File: config.mk
export PLATFORM = sky130hd
export DESIGN_NAME = pmt_credit_ctrl_flat
export DESIGN_NICKNAME = d
export VERILOG_FILES = /design/src/rtl/pmt_credit_ctrl_if.sv /design/src/rtl/pmt_credit_ctrl.sv /design/src/flat_wrapper.sv
export SDC_FILE = /design/constraint.sdc
export NUM_CORES = 1
export LEC_CHECK = 0
export ABC_CLOCK_PERIOD_IN_PS = 2150
export BUFFER_PORTS_ARGS = -buffer_cell sky130_fd_sc_hd__buf_2
export CORE_AREA = 2 2 108 110
export CTS_BUF_LIST = sky130_fd_sc_hd__clkbuf_4 sky130_fd_sc_hd__clkbuf_8
export DETAILED_ROUTE_END_ITERATION = 12
export DIE_AREA = 0 0 110 112
export PLACE_DENSITY = 0.48
export REMOVE_ABC_BUFFERS = 1
export SYNTH_ARGS = -nofsm -noshare
export SYNTH_HDL_FRONTEND = slang
export SYNTH_SLANG_ARGS = --single-unit
File: constraint.sdc
create_clock -name clk -period 2.15 [get_ports clk]
set_input_delay 0.3225 -clock clk [delete_from_list [all_inputs] [get_ports clk]]
set_output_delay 0.3225 -clock clk [all_outputs]
set_load 0.005 [all_outputs]
File: src/rtl/pmt_credit_ctrl_if.sv
// Host/relay-facing signal bundle for the permit credit controller.
// The master side is the host plus relay; the slave side is the controller.
interface pmt_credit_ctrl_if #(
  parameter int unsigned CNT_W = 16
);
  logic             i_start;
  logic [CNT_W-1:0] i_credits;
  logic             i_abort;
  logic             i_fire;
  logic             o_pmt;
  logic             o_busy;
  logic             o_done;
  logic [CNT_W-1:0] o_fired_cnt;
  logic             o_ovr;

  modport master (
    output i_start, i_credits, i_abort, i_fire,
    input  o_pmt, o_busy, o_done, o_fired_cnt, o_ovr
  );

  modport slave (
    input  i_start, i_credits, i_abort, i_fire,
    output o_pmt, o_busy, o_done, o_fired_cnt, o_ovr
  );
endinterface

File: src/rtl/pmt_credit_ctrl.sv
// Permit controller for a permit-gated click FIFO stage: grants a token budget,
// counts synchronized relay fires, then waits for the pipeline to go quiet.
module pmt_credit_ctrl #(
  parameter int unsigned CNT_W       = 16,
  parameter int unsigned SYNC_STAGES = 2,
  parameter int unsigned DRAIN_CYC   = 8
) (
  input  logic             clk,
  input  logic             rst,
  pmt_credit_ctrl_if.slave bus
);
  localparam int unsigned TMR_W = $clog2(DRAIN_CYC + 1);
  localparam logic [CNT_W-1:0] CNT_MAX  = '1;
  localparam logic [TMR_W-1:0] TMR_LOAD = TMR_W'(DRAIN_CYC);

  typedef enum logic [1:0] {ST_IDLE, ST_ARM, ST_DRAIN, ST_DONE} state_t;

  state_t                 state_q, state_d;
  logic [SYNC_STAGES-1:0] sync_q;
  logic                   edge_q;
  logic                   fire_det;
  logic [CNT_W-1:0]       rem_q, rem_d;
  logic [CNT_W-1:0]       cnt_q, cnt_d, cnt_inc;
  logic [TMR_W-1:0]       tmr_q, tmr_d;
  logic                   pmt_q, pmt_d;
  logic                   busy_q, busy_d;
  logic                   done_q, done_d;
  logic                   ovr_q, ovr_d;

  // Fire synchronizer; fire_det is a registered one-cycle rising-edge pulse
  always_ff @(posedge clk) begin
    if (rst) begin
      sync_q   <= '0;
      edge_q   <= 1'b0;
      fire_det <= 1'b0;
    end else begin
      sync_q   <= {sync_q[SYNC_STAGES-2:0], bus.i_fire};
      edge_q   <= sync_q[SYNC_STAGES-1];
      fire_det <= sync_q[SYNC_STAGES-1] & ~edge_q;
    end
  end

  assign cnt_inc = (cnt_q == CNT_MAX) ? cnt_q : cnt_q + CNT_W'(1);

  // Next-state and next-output logic
  always_comb begin
    state_d = state_q;
    rem_d   = rem_q;
    cnt_d   = cnt_q;
    tmr_d   = tmr_q;
    pmt_d   = pmt_q;
    ovr_d   = ovr_q;
    unique case (state_q)
      ST_IDLE: begin
        if (bus.i_start) begin
          cnt_d = '0;
          ovr_d = 1'b0;
          rem_d = bus.i_credits;
          if (bus.i_credits != '0) begin
            pmt_d   = 1'b1;
            state_d = ST_ARM;
          end else begin
            state_d = ST_DONE;
          end
        end
      end
      ST_ARM: begin
        if (fire_det) begin
          cnt_d = cnt_inc;
          if (rem_q != '0) rem_d = rem_q - CNT_W'(1);
        end
        if ((fire_det && rem_q == CNT_W'(1)) || bus.i_abort) begin
          pmt_d   = 1'b0;
          tmr_d   = TMR_LOAD;
          state_d = ST_DRAIN;
        end
      end
      ST_DRAIN: begin
        if (fire_det) begin
          cnt_d = cnt_inc;
          tmr_d = TMR_LOAD;
          if (rem_q == '0) ovr_d = 1'b1;
          else             rem_d = rem_q - CNT_W'(1);
        end else if (tmr_q <= TMR_W'(1)) begin
          tmr_d   = '0;
          state_d = ST_DONE;
        end else begin
          tmr_d = tmr_q - TMR_W'(1);
        end
      end
      ST_DONE: state_d = ST_IDLE;
      default: state_d = ST_IDLE;
    endcase
    busy_d = (state_d == ST_ARM) || (state_d == ST_DRAIN);
    done_d = (state_d == ST_DONE);
  end

  always_ff @(posedge clk) begin
    if (rst) begin
      state_q <= ST_IDLE;
      rem_q   <= '0;
      cnt_q   <= '0;
      tmr_q   <= '0;
      pmt_q   <= 1'b0;
      busy_q  <= 1'b0;
      done_q  <= 1'b0;
      ovr_q   <= 1'b0;
    end else begin
      state_q <= state_d;
      rem_q   <= rem_d;
      cnt_q   <= cnt_d;
      tmr_q   <= tmr_d;
      pmt_q   <= pmt_d;
      busy_q  <= busy_d;
      done_q  <= done_d;
      ovr_q   <= ovr_d;
    end
  end

  assign bus.o_pmt       = pmt_q;
  assign bus.o_busy      = busy_q;
  assign bus.o_done      = done_q;
  assign bus.o_fired_cnt = cnt_q;
  assign bus.o_ovr       = ovr_q;
endmodule

File: src/flat_wrapper.sv
// flat-port wrapper written by rule: the top's interface ports become plain ports
module pmt_credit_ctrl_flat 
#(
  parameter int unsigned CNT_W       = 16,
  parameter int unsigned SYNC_STAGES = 2,
  parameter int unsigned DRAIN_CYC   = 8
)
  (clk, rst, bus_i_start, bus_i_credits, bus_i_abort, bus_i_fire, bus_o_pmt, bus_o_busy, bus_o_done, bus_o_fired_cnt, bus_o_ovr);
  pmt_credit_ctrl_if #(.CNT_W(CNT_W)) bus_i ();
  input  logic clk;
  input  logic rst;
  input wire logic [$bits(bus_i.i_start)-1:0] bus_i_start;
  input wire logic [$bits(bus_i.i_credits)-1:0] bus_i_credits;
  input wire logic [$bits(bus_i.i_abort)-1:0] bus_i_abort;
  input wire logic [$bits(bus_i.i_fire)-1:0] bus_i_fire;
  output wire logic [$bits(bus_i.o_pmt)-1:0] bus_o_pmt;
  output wire logic [$bits(bus_i.o_busy)-1:0] bus_o_busy;
  output wire logic [$bits(bus_i.o_done)-1:0] bus_o_done;
  output wire logic [$bits(bus_i.o_fired_cnt)-1:0] bus_o_fired_cnt;
  output wire logic [$bits(bus_i.o_ovr)-1:0] bus_o_ovr;
  assign bus_i.i_start = bus_i_start;
  assign bus_i.i_credits = bus_i_credits;
  assign bus_i.i_abort = bus_i_abort;
  assign bus_i.i_fire = bus_i_fire;
  assign bus_o_pmt = bus_i.o_pmt;
  assign bus_o_busy = bus_i.o_busy;
  assign bus_o_done = bus_i.o_done;
  assign bus_o_fired_cnt = bus_i.o_fired_cnt;
  assign bus_o_ovr = bus_i.o_ovr;
  pmt_credit_ctrl #(.CNT_W(CNT_W), .SYNC_STAGES(SYNC_STAGES), .DRAIN_CYC(DRAIN_CYC)) u_core (.clk(clk), .rst(rst), .bus(bus_i));
endmodule
After elaboration in Yosys (flattened, before gate mapping). Index checks and enable logic that the tools add are counted.

$add $sub $neg: 3. Multiply operators: 0. Div/mod/pow operators: 0. Magnitude comparators: 1. Equality and inequality tests: 18. Shifts and indexed selects: 0. Multiplexer cells: 28. Bitwise logic cells: 2. Reduce and logical (&&, ||, !) cells: 18.

Operator list (count): $mux 16 (8); $pmux 16 s3 (1); $pmux 16 s2 (1); $reduce_bool 16->1 (2); $add 16x1->16 const B (1); $eq 16x1->1 const B (1); $eq 16x16->1 const B (1); $logic_not 16->1 (1); $sub 16x1->16 const B (1); $ne 2x1->1 const B (7); $mux 4 (3); $reduce_and 4->1 (3); $mux 2 (5); $eq 2x2->1 const B (4); $pmux 2 s4 (1); $pmux 4 s2 (1); $reduce_bool 2->1 (4); $mux 1 (6); $ne 2x2->1 const B (3); $reduce_and 6->1 (1); $eq 2x1->1 const B (2); $le 4x1->1 const B (1); $pmux 1 s2 (2); $sub 4x1->4 const B (1); 8 further kinds (9).

Flip-flop bits (word level): 46. Latch bits: 0. RAM bits: 0. ROM bits: 0. Input bits: 21. Output and inout bits: 20. Word-level logic and storage cells: 81. Memories kept: 0.

Logic depth before layout (Yosys ltp). Gate-level depths: netlist (run 1).

Depth in word-level cells: 7. Depth in mapped cells: 9. Gate-level depth less buffers: 9.

Worst setup path before layout (run 1). No wires, ideal clock.

Kind: flip-flop to flip-flop. From: reg u_core.state_q[1]. To: reg u_core.busy_q (netlist: u_core.bus.o_busy). Library setup time: 0.128 ns. Arrival: 1.997 ns. Slack: 0.025 ns. Cell stages (with the launch flop): 10. Path buffers: 1. Cell sequence: dfxtp_1 -> inv_1 -> ha_1 -> buf_2 -> or4b_1 -> nor3_1 -> nand4_1 -> o211ai_1 -> ha_1 -> nor2b_1.

Cells in the longest elaborated chain, start to end: 5.

Ends and longest elaborated chain: from (decl) (line pmt_credit_ctrl.sv:18) `state_t state_q, state_d;`; from (signal assigned) (line pmt_credit_ctrl.sv:109) `state_q <= state_d;`; $mux 2 (line pmt_credit_ctrl.sv:84) `end else if (tmr_q <= TMR_W'(1)) begin`; $mux 2 (line pmt_credit_ctrl.sv:79) `if (fire_det) begin`; $pmux 2 s4 * (line pmt_credit_ctrl.sv:53) `unique case (state_q)`; $eq 2x1->1 / $eq 2x2->1 (equally long branches) (line pmt_credit_ctrl.sv:94) `busy_d = (state_d == ST_ARM) || (state_d == ST_DRAIN);`; $logic_or 1x1->1 * (line pmt_credit_ctrl.sv:94); net u_core.busy_d (line pmt_credit_ctrl.sv:26) `logic busy_q, busy_d;`; to (signal assigned) (line pmt_credit_ctrl.sv:114) `busy_q <= busy_d;`; to (decl) (line pmt_credit_ctrl.sv:26).

The timed path passes the listed nets; every way through them passes the cells marked *. A chain may end at the register's enable or synchronous reset.

Worst setup path after layout (run 1).
From: reg u_core.state_q[0]. To: reg u_core.busy_q (netlist: u_core.bus.o_busy).

Same word-level chain as after synthesis.

==> results.md, run 1 <==
- Leak: 1.25 nW
- Initial antenna violation count: 1
- Share of cells above drive strength 1: 24.2%
- Clock Path Buffers: 2
- # DRC: 0
- DP Cell Count: 520
- Worst vdd ir: between 0.3 and 0.4 mV
- Core area: 11200 um2
- Synth async-reset ratio: 0%
- Sequential share of power: between 20% and 30%
- Placement Cell Area: ~3100 um2
- Final Non-Filler Cells: 532
- Sequential element share of the synthesized area: 34.8%
- Commonest non-fill, non-tap cell in the layout: dfxtp_1
- Clock Sinks: 46
- Endpoint class of the critical path: register
- Worst-margin pin slew: 0.541 ns
- Setup violators final: 0
- Number of synthesized flops with an enable pin: 0
- Synth Flop Type: dfxtp_1
- Number of global-route vias before repair: 2444
- Chip Width: around 110 um
- H-tree Lvls: 2
- Port Buf Inserts: 40
- Commonest non-fill, non-tap cells in the layout: 45 x dfxtp_1, 40 x buf_2, 35 x a21oi_1
- Worst Path Required: 2.34 ns
- Nets: 420
- Largest net degree at the start of global routing: 36
- Synth warn: 0
- Overflow after GRT: 0
- Synth Register Bits: 46
- Min cycle time layout: 2.03 ns
- Die Y: 112 um
- Clock Skew: 0.00723 ns
- Iteration-0 DRC count of the detailed router: 114
- Final worst path period share: 94.2%
- Combinational power share: 56.3%
- Worst-Skew Late Latency: 0.31 ns
- Clock share of power: 15.3%
- Distinct cells, synth: 49
- Worst Path Arrival: 2.22 ns
- Unrepaired setup endpoints after global routing: false
- Diode count: 0
- GPL Wtd Cong: 0.843
- Post-synthesis area per instance: 7.96 um2
- I/O pins: 41
- Crit-path max FO: 3
- Hold-fix buffers, CTS: 0
- Final cell utilization of the core: 29.5%
- WL final: 7310 um
- Num CTS Buffers: 5
- Slew Limit Headroom: 63.6%
- Max frequency: 494 MHz
- Worst min path class: input port to register
- Initial core utilization: approximately a quarter
- CTS tree: yes
- Internal: ~0.0024 W
- Max Slew Vio Count: 0
- Synth Cell Area: 2640 um2
- Synth-to-Final Area Change: 24.9%
- Clk pin slew, worst setup/hold paths: 0.09 ns
- Global-route usage over all layers: around 13%
- NetSw: 0.00189 W
- Hold Vio Cnt, Final: 0
- Die ar.: 12300 um2
- Sw Share: 43.8%
- ANT nets after route: 0
- Crit path launch type: register
- Final setup TNS: 0 ns
- MaxCap Viol Count: 0
- Global-route wire length before repair: 12300 um
- Crit Path Class: register to register
- Overall power: about 0.0043 W
- Fill cells: 1201
- Wire per inst: about 14 um
- Half-perimeter wire length after placement: between 5000 and 6000 um
- Rows: 39
- First drt pass iteration count: 4
- Via/cell ratio: a little under 5
- Pwr dens: 1310 nW/um2
- Vias: 2588
- Status: completed
- Post-Syn Instances: 332
- Root buffer cell: clkbuf_8
- Final instance area: around 3300 um2
==> what timing repair did <==
item,in CTS,in global routing
buffers inserted,0,4
resized for setup,0,14
endpoints found under the setup margin,0,18
==> routing by layer <==
layer / track usage (%) / share of wire (%) / vias up
met5: 0 / 0.18 / -
met4: 4.56 / 2.1 / 2
met3: 2.75 / 3.8 / 13
met2: 18.6 / 44 / 45
met1: 17.7 / 50 / 1200
li1: - / - / 1328
==> flip-flops by register name (all words and copies together), names as in the netlist <==
name                    cells
u_core.bus.o_fired_cnt     16
u_core.rem_q               16
u_core.tmr_q                4
u_core.state_q              2
u_core.sync_q               2
u_core.bus.o_busy           1
u_core.bus.o_done           1
u_core.bus.o_ovr            1
u_core.bus.o_pmt            1
u_core.edge_q               1
u_core.fire_det             1
==> path summary, 6_finish.rpt <==
| kind | start | end | slack (ns) | cells after the start |
|---|---|---|---|---|
| setup / recovery | u_core.state_q[0] | u_core.bus.o_busy | 0.12 | 8 |
| hold / removal | bus_i_fire | u_core.sync_q[0] | 0.22 | 2 |
| setup reg to reg | u_core.state_q[0] | u_core.bus.o_busy | 0.12 | 8 |
| hold reg to reg | u_core.edge_q | u_core.fire_det | 0.39 | 1 |
==> power groups by stage <==
stage / combinational (W) / clock, W / sequential, W
after floorplan: 0.00153 / 0 / 0.00121
after global placement: 0.00235 / 0 / 0.00123
after detailed placement: 0.00236 / 0 / 0.00123
after CTS: 0.00236 / 0.000688 / 0.00121
after global routing: 0.00270 / 0.000722 / 0.00125
final: 0.00243 / 0.000660 / 0.00122
==> critical path, cell delays in order (launching register included) <==
cell and delay (ns):
dfxtp_1 0.32, inv_1 0.10, ha_2 0.19, or4b_1 0.42
nor3_1 0.14, nand4_1 0.13, o211ai_1 0.24, ha_1 0.26
nor2b_1 0.12
==> synthesized netlist by cell type, drive strengths merged, types with 4 or more instances <==
cell,instances,area share [%]
o21ai,18,3.4
a31oi,4,0.95
dfxtp,46,35
nand4,7,1.7
clkbuf,12,1.7
nand2b,8,1.9
a21oi,35,6.6
buf,6,1.8
nand2,24,3.4
nor3,21,4.0
o211ai,4,1.1
nor4,10,2.9
nand3,14,2.7
nor2b,8,1.9
inv,13,1.8
xnor2,10,3.3
a21o,5,1.4
and3,4,0.95
ha,11,5.2
nor2,28,4.0
==> logic make-up after synthesis <==
group | after synthesis | synth area share, %
fa+ha+maj | 11 | 5.21
xor+xnor | 10 | 3.31
mux | 3 | 1.28
buf+inv | 31 | 5.40
flops | 46 | 34.8
simple gates | 141 | 28.4
compound gates | 90 | 21.5
==> layout make-up <==
cell class | count | area [um2] | area share, %
inverters | 13 | 48.8 | 1.48
clock inverters | 3 | 40.0 | 1.21
well taps | 143 | 179 | 5.42
multi-input cells | 255 | 1640 | 49.7
flip-flops and latches | 46 | 922 | 27.9
repair buffers | 67 | 403 | 12.2
clock buffers | 5 | 68.8 | 2.08
==> stage by stage <==
step,hold WS [ns],worst slack [ns]
2_1_floorplan,0.367,-0.101
3_3_place_gp,0.374,0.131
3_5_place_dp,0.375,0.0780
4_1_cts,0.212,0.0528
5_1_grt,0.235,0.00293
6_report,0.216,0.124
Power figures use the tool's default switching activity.
==> run 2: changes to the inputs <==
Settings changed: CORE_AREA 2 2 108 110 to 2 2 74 76, DIE_AREA 0 0 110 112 to 0 0 76 78, PLACE_DENSITY 0.48 to 0.84.
==> results.md, run 2 (same netlist as run 1, synthesis figures left out) <==
- Largest net degree at the start of global routing: 26
- Wire per inst: 14.9 um
- Worst Path Required: 2.35 ns
- Clock Skew: between 0.01 and 0.015 ns
- Max frequency: 484 MHz
- I/O pins: 41
- Half-perimeter wire length after placement: approximately 4900 um
- Worst min path class: input port to register
- ANT nets after route: 0
- Critical R2R Launch: u_core.state_q[1]
- Overflow after GRT: 0
- Worst-Skew Late Latency: 0.31 ns
- Crit Path Class: register to register
- Crit-path max FO: 4
- Met1 wire length: 3060 um
- Leak: 1.25 nW
- Status: completed
- Commonest non-fill, non-tap cells in the layout: 44 x dfxtp_1, 40 x buf_2, 35 x a21oi_1
- Final setup TNS: 0 ns
- Min cycle time layout: between 2 and 2.5 ns
- CTS tree: yes
- Final instance area: approximately 3200 um2
- Commonest non-fill, non-tap cell in the layout: dfxtp_1
- Rows: 26
- Hold Vio Cnt, Final: 0
- Nets: 417
- Die Y: approximately 78 um
- Worst vdd ir: approximately 0.73 mV
- Hold-fix buffers, CTS: 0
- Crit Reg-Reg Endpoint: u_core.bus.o_busy
- Port Buf Inserts: 40
- Crit. Startpoint: u_core.state_q[1]
- Endpoint class of the critical path: register
- Worst R2R Path Depth: 8
- Number of global-route vias before repair: between 2k and 2.5k
- Initial antenna violation count: 0
- Chip Width: about 76 um
- Fill cells: 421
- Slew Limit Headroom: 61.8%
- Setup violators final: 0
- Setup slack after layout: around 0.086 ns
- Vias: 2700
- Global-route usage over all layers: 23.1%
- Overall power: 0.00446 W
- Worst Path Arrival: 2.27 ns
- Critical-path cell list: inv_1 -> ha_2 -> or4b_1 -> nor3_2 -> nand4_1 -> o211ai_1 -> ha_1 -> nor2b_1
- Pre-CTS setup slack: ~0.056 ns
- MaxCap Viol Count: 0
- Diode count: 0
- Iteration-0 DRC count of the detailed router: between 200 and 300
- Num CTS Buffers: 5
- Reg2Reg Setup Slack: about 0.086 ns
- Clk pin slew, worst setup/hold paths: 0.09 ns
- WL met2: 3240 um
- Critical Path Max Stage Delay: 0.46 ns
- Worst Setup EP: u_core.bus.o_busy
- Final worst path period share: just under 100%
- Die ar.: between 5000 and 6000 um2
- Synth-to-Final Area Change: 22.0%
- WL final: 6800 um
- Via/cell ratio: 5.92
- First drt pass iteration count: 5
- Highest metal used: met4
- GPL Wtd Cong: 0.911
- Reg area: 923 um2
- Core area: 5040 um2
- Placement Cell Area: ~3000 um2
- Share of cells above drive strength 1: 23.8%
- Crit path launch type: register
- Global-route wire length before repair: approximately 11000 um
- Slowest-stage cell, CP: or4b_1
- Clock Sinks: 46
- Initial core utilization: 52.4%
- Multi-input gate area: 1630 um2
- Met3 WL: 383 um
- Root buffer cell: clkbuf_8
- Clock Path Buffers: 2
- Max Slew Vio Count: 0
- # DRC: 0
- Worst-margin pin slew: between 0.5 and 0.6 ns
- Pwr dens: 1380 nW/um2
- H-tree Lvls: 2
[run 2: worst min path at each step]
stage             startpoint               end  slack (ns)  depth (start not counted)
2_1_floorplan  u_core.edge_q   u_core.fire_det        0.37                          1
3_3_place_gp   u_core.edge_q   u_core.fire_det        0.37                          1
3_5_place_dp   u_core.edge_q   u_core.fire_det        0.39                          1
4_1_cts           bus_i_fire  u_core.sync_q[0]        0.24                          2
5_1_grt           bus_i_fire  u_core.sync_q[0]        0.23                          2
6_report          bus_i_fire  u_core.sync_q[0]        0.24                          2
[run 2: final cells by class]
cell class,instances,share of cell area [%]
Timing Repair Buffer,64,12.0
Clock inverter,2,1.86
Inverter,13,1.51
Clock buffer,6,2.56
Sequential cell,46,28.6
Tap cell,70,2.72
Multi-Input combinational cell,255,50.7
[run 2: repair_timing]
action,4_1_cts,5_1_grt
buffers inserted,0,2
resized for setup,0,15
endpoints found under the setup margin,0,27
[run 2: stage by stage]
step           hold slack, ns  util (%)  cells
3_3_place_gp            0.372      59.4    445
5_1_grt                 0.234      63.9    456
4_1_cts                 0.239      62.2    453
2_1_floorplan           0.367         -    314
6_report                0.235      63.9    456
3_5_place_dp            0.390      59.4    445
[run 2: worst max-delay path, delay by kind of cell, from the launching register on]
family / cells / cell delay (ns)
AND/OR/NAND/NOR: 4 / 0.83
AO/OA/AOI/OAI: 1 / 0.24
flip-flops: 1 / 0.35
adder cells (fa/ha/maj): 2 / 0.44
buffers and inverters: 1 / 0.08
[run 2: layer usage]
metal  vias up  track usage [%]
met5         -                0
met4         0             8.18
met3        18             4.88
met2        80             37.9
met1      1277             30.2
li1       1325                -
[run 2: power by group]
| part | leakage [nW] | total, W | internal, W | switching, W |
|---|---|---|---|---|
| Combinational | 0.800 | 0.00243 | 0.00104 | 0.00139 |
| Clock | 0.0714 | 0.000797 | 0.000496 | 0.000302 |
| Sequential | 0.376 | 0.00123 | 0.00104 | 0.000190 |
==> run 3: changes to the inputs <==
Settings changed: CORE_AREA 2 2 74 76 to 2 2 78 80, DIE_AREA 0 0 76 78 to 0 0 80 82, PLACE_DENSITY 0.84 to 0.77.
==> results.md, run 3 (same netlist as run 1, synthesis figures left out) <==
- Iteration-0 DRC count of the detailed router: 173
- Via/cell ratio: 5.72
- ANT nets after route: 0
- Max Slew Vio Count: 0
- Commonest non-fill, non-tap cell in the layout: dfxtp_1
- Rows: 28
- Core area: 5750 um2
- Overflow after GRT: 0
- Crit path launch type: register
- Global-route wire length before repair: 11200 um
- Worst Path Arrival: around 2.3 ns
- Port Buf Inserts: 40
- Worst min path class: input port to register
- I/O pins: 41
- Critical Path Max Stage Delay: 0.45 ns
- Chip Width: 80 um
- Leak: 1.24 nW
- NetSw: 0.00188 W
- Hold Vio Cnt, Final: 0
- MaxCap Viol Count: 0
- First drt pass iteration count: 4
- DP Cell Count: roughly 450
- Worst Path Required: approximately 2.4 ns
- GPL Wtd Cong: 0.900
- Worst-Skew Late Latency: around 0.30 ns
- Worst-margin pin slew: 0.586 ns
- Setup slack after layout: 0.0389 ns
- Clock Path Buffers: 2
- Slew Limit Headroom: 60.6%
- CTS tree: yes
- Max frequency: 474 MHz
- Wire per inst: about 15 um
- Sw Share: 43.5%
- H-tree Lvls: 2
- Pre-CTS setup slack: 0.0322 ns
- Status: completed
- Synth-to-Final Area Change: 21.2%
- Hold-fix buffers, CTS: 0
- WL final: 6720 um
- Pwr dens: 1350 nW/um2
- Nets: 418
- Crit Reg-Reg Endpoint: u_core.bus.o_busy
- Initial antenna violation count: 0
- Internal: 0.00244 W
- Final Non-Filler Cells: between 400 and 500
- Number of global-route vias before repair: 2491
- Largest net degree at the start of global routing: 22
- Min cycle time layout: between 2 and 2.5 ns
- Reg2Reg Setup Slack: 0.04 ns
- Initial core utilization: 46.0%
- Vias: between 2k and 3k
- # DRC: 0
- Clock share of power: 15.3%
- Final worst path period share: 98.2%
- Half-perimeter wire length after placement: ~4900 um
- Critical R2R Launch: u_core.state_q[1]
- Worst R2R Path Depth: 8
- Overall power: about 0.0043 W
- Crit. Startpoint: u_core.state_q[1]
- Hold_ws: 0.232 ns
- Global-route usage over all layers: around a fifth
- Worst vdd ir: 0.690 mV
- Num CTS Buffers: 5
- Diode count: 0
- Crit-path max FO: 3
- Combinational power share: 56.1%
- Die ar.: between 6000 and 7000 um2
- Worst Setup EP: u_core.bus.o_busy
- Final cell utilization of the core: 55.7%
- Clock Sinks: 46
- Slowest-stage cell, CP: or4b_4
- Setup violators final: 0
- Critical-path cell list: inv_2 -> ha_4 -> or4b_4 -> nor3_2 -> nand4_1 -> o211ai_1 -> ha_1 -> nor2b_1
- Endpoint class of the critical path: register
- Die Y: between 80 and 90 um
- Clock Skew: around 0.0063 ns
- Crit Path Class: register to register
- Unrepaired setup endpoints after global routing: true
- Root buffer cell: clkbuf_8
- Clk pin slew, worst setup/hold paths: 0.09 ns
- Share of cells above drive strength 1: approximately a quarter
- Commonest non-fill, non-tap cells in the layout: 44 x dfxtp_1, 40 x buf_2, 35 x a21oi_1
- Sequential share of power: 28.6%
run 3: layout make-up:
type	count	area [um2]
fillers	563	2540
multi-input cells	255	1640
flip-flops and latches	46	923
repair buffers	65	388
well taps	75	93.8
clock buffers	5	68.8
inverters	13	48.8
clock inverters	3	43.8
run 3: worst min-delay path by stage:
stage                        to           from  slack [ns]  cells past startpoint
2_1_floorplan   u_core.fire_det  u_core.edge_q        0.37                      1
3_3_place_gp    u_core.fire_det  u_core.edge_q        0.37                      1
3_5_place_dp    u_core.fire_det  u_core.edge_q        0.38                      1
4_1_cts        u_core.sync_q[0]     bus_i_fire        0.23                      2
5_1_grt        u_core.sync_q[0]     bus_i_fire        0.25                      2
6_report       u_core.sync_q[0]     bus_i_fire        0.23                      2
run 3: metrics by stage:
stage | setup TNS [ns] | cell area [um2]
6_report | 0 | 3200
3_3_place_gp | 0 | 3010
2_1_floorplan | -0.395 | 2550
4_1_cts | 0 | 3120
3_5_place_dp | 0 | 3010
5_1_grt | -0.0649 | 3200
run 3: critical path: cells and delay by family, from the launching register on:
kind,cells,cell delay [ns]
AOI/OAI and AO/OA,1,0.28
adders and majority gates,2,0.41
and+or+nand+nor,4,0.88
DFF,1,0.35
buffers and inverters,1,0.08
run 3: layer usage:
metal	up-vias	share of wire (%)	GRT usage [%]
met5	-	0	0
met3	9	4.4	3.96
li1	1325	-	-
met1	1244	47	27.7
met4	0	1.2	5.93
met2	65	48	35.3
run 3: power by group through the flow:
stage          registers [W]  logic [W]  clock network [W]
6_report             0.00124    0.00243           0.000662
2_1_floorplan        0.00121    0.00153                  0
3_3_place_gp         0.00123    0.00226                  0
3_5_place_dp         0.00124    0.00232                  0
4_1_cts              0.00122    0.00233           0.000676
5_1_grt              0.00126    0.00268           0.000715
run 3: what timing repair did:
| item | 4_1_cts | 5_1_grt |
|---|---|---|
| buffers inserted | 0 | 3 |
| gates resized for setup | 0 | 14 |
| endpoints found under the setup margin | 0 | 13 |
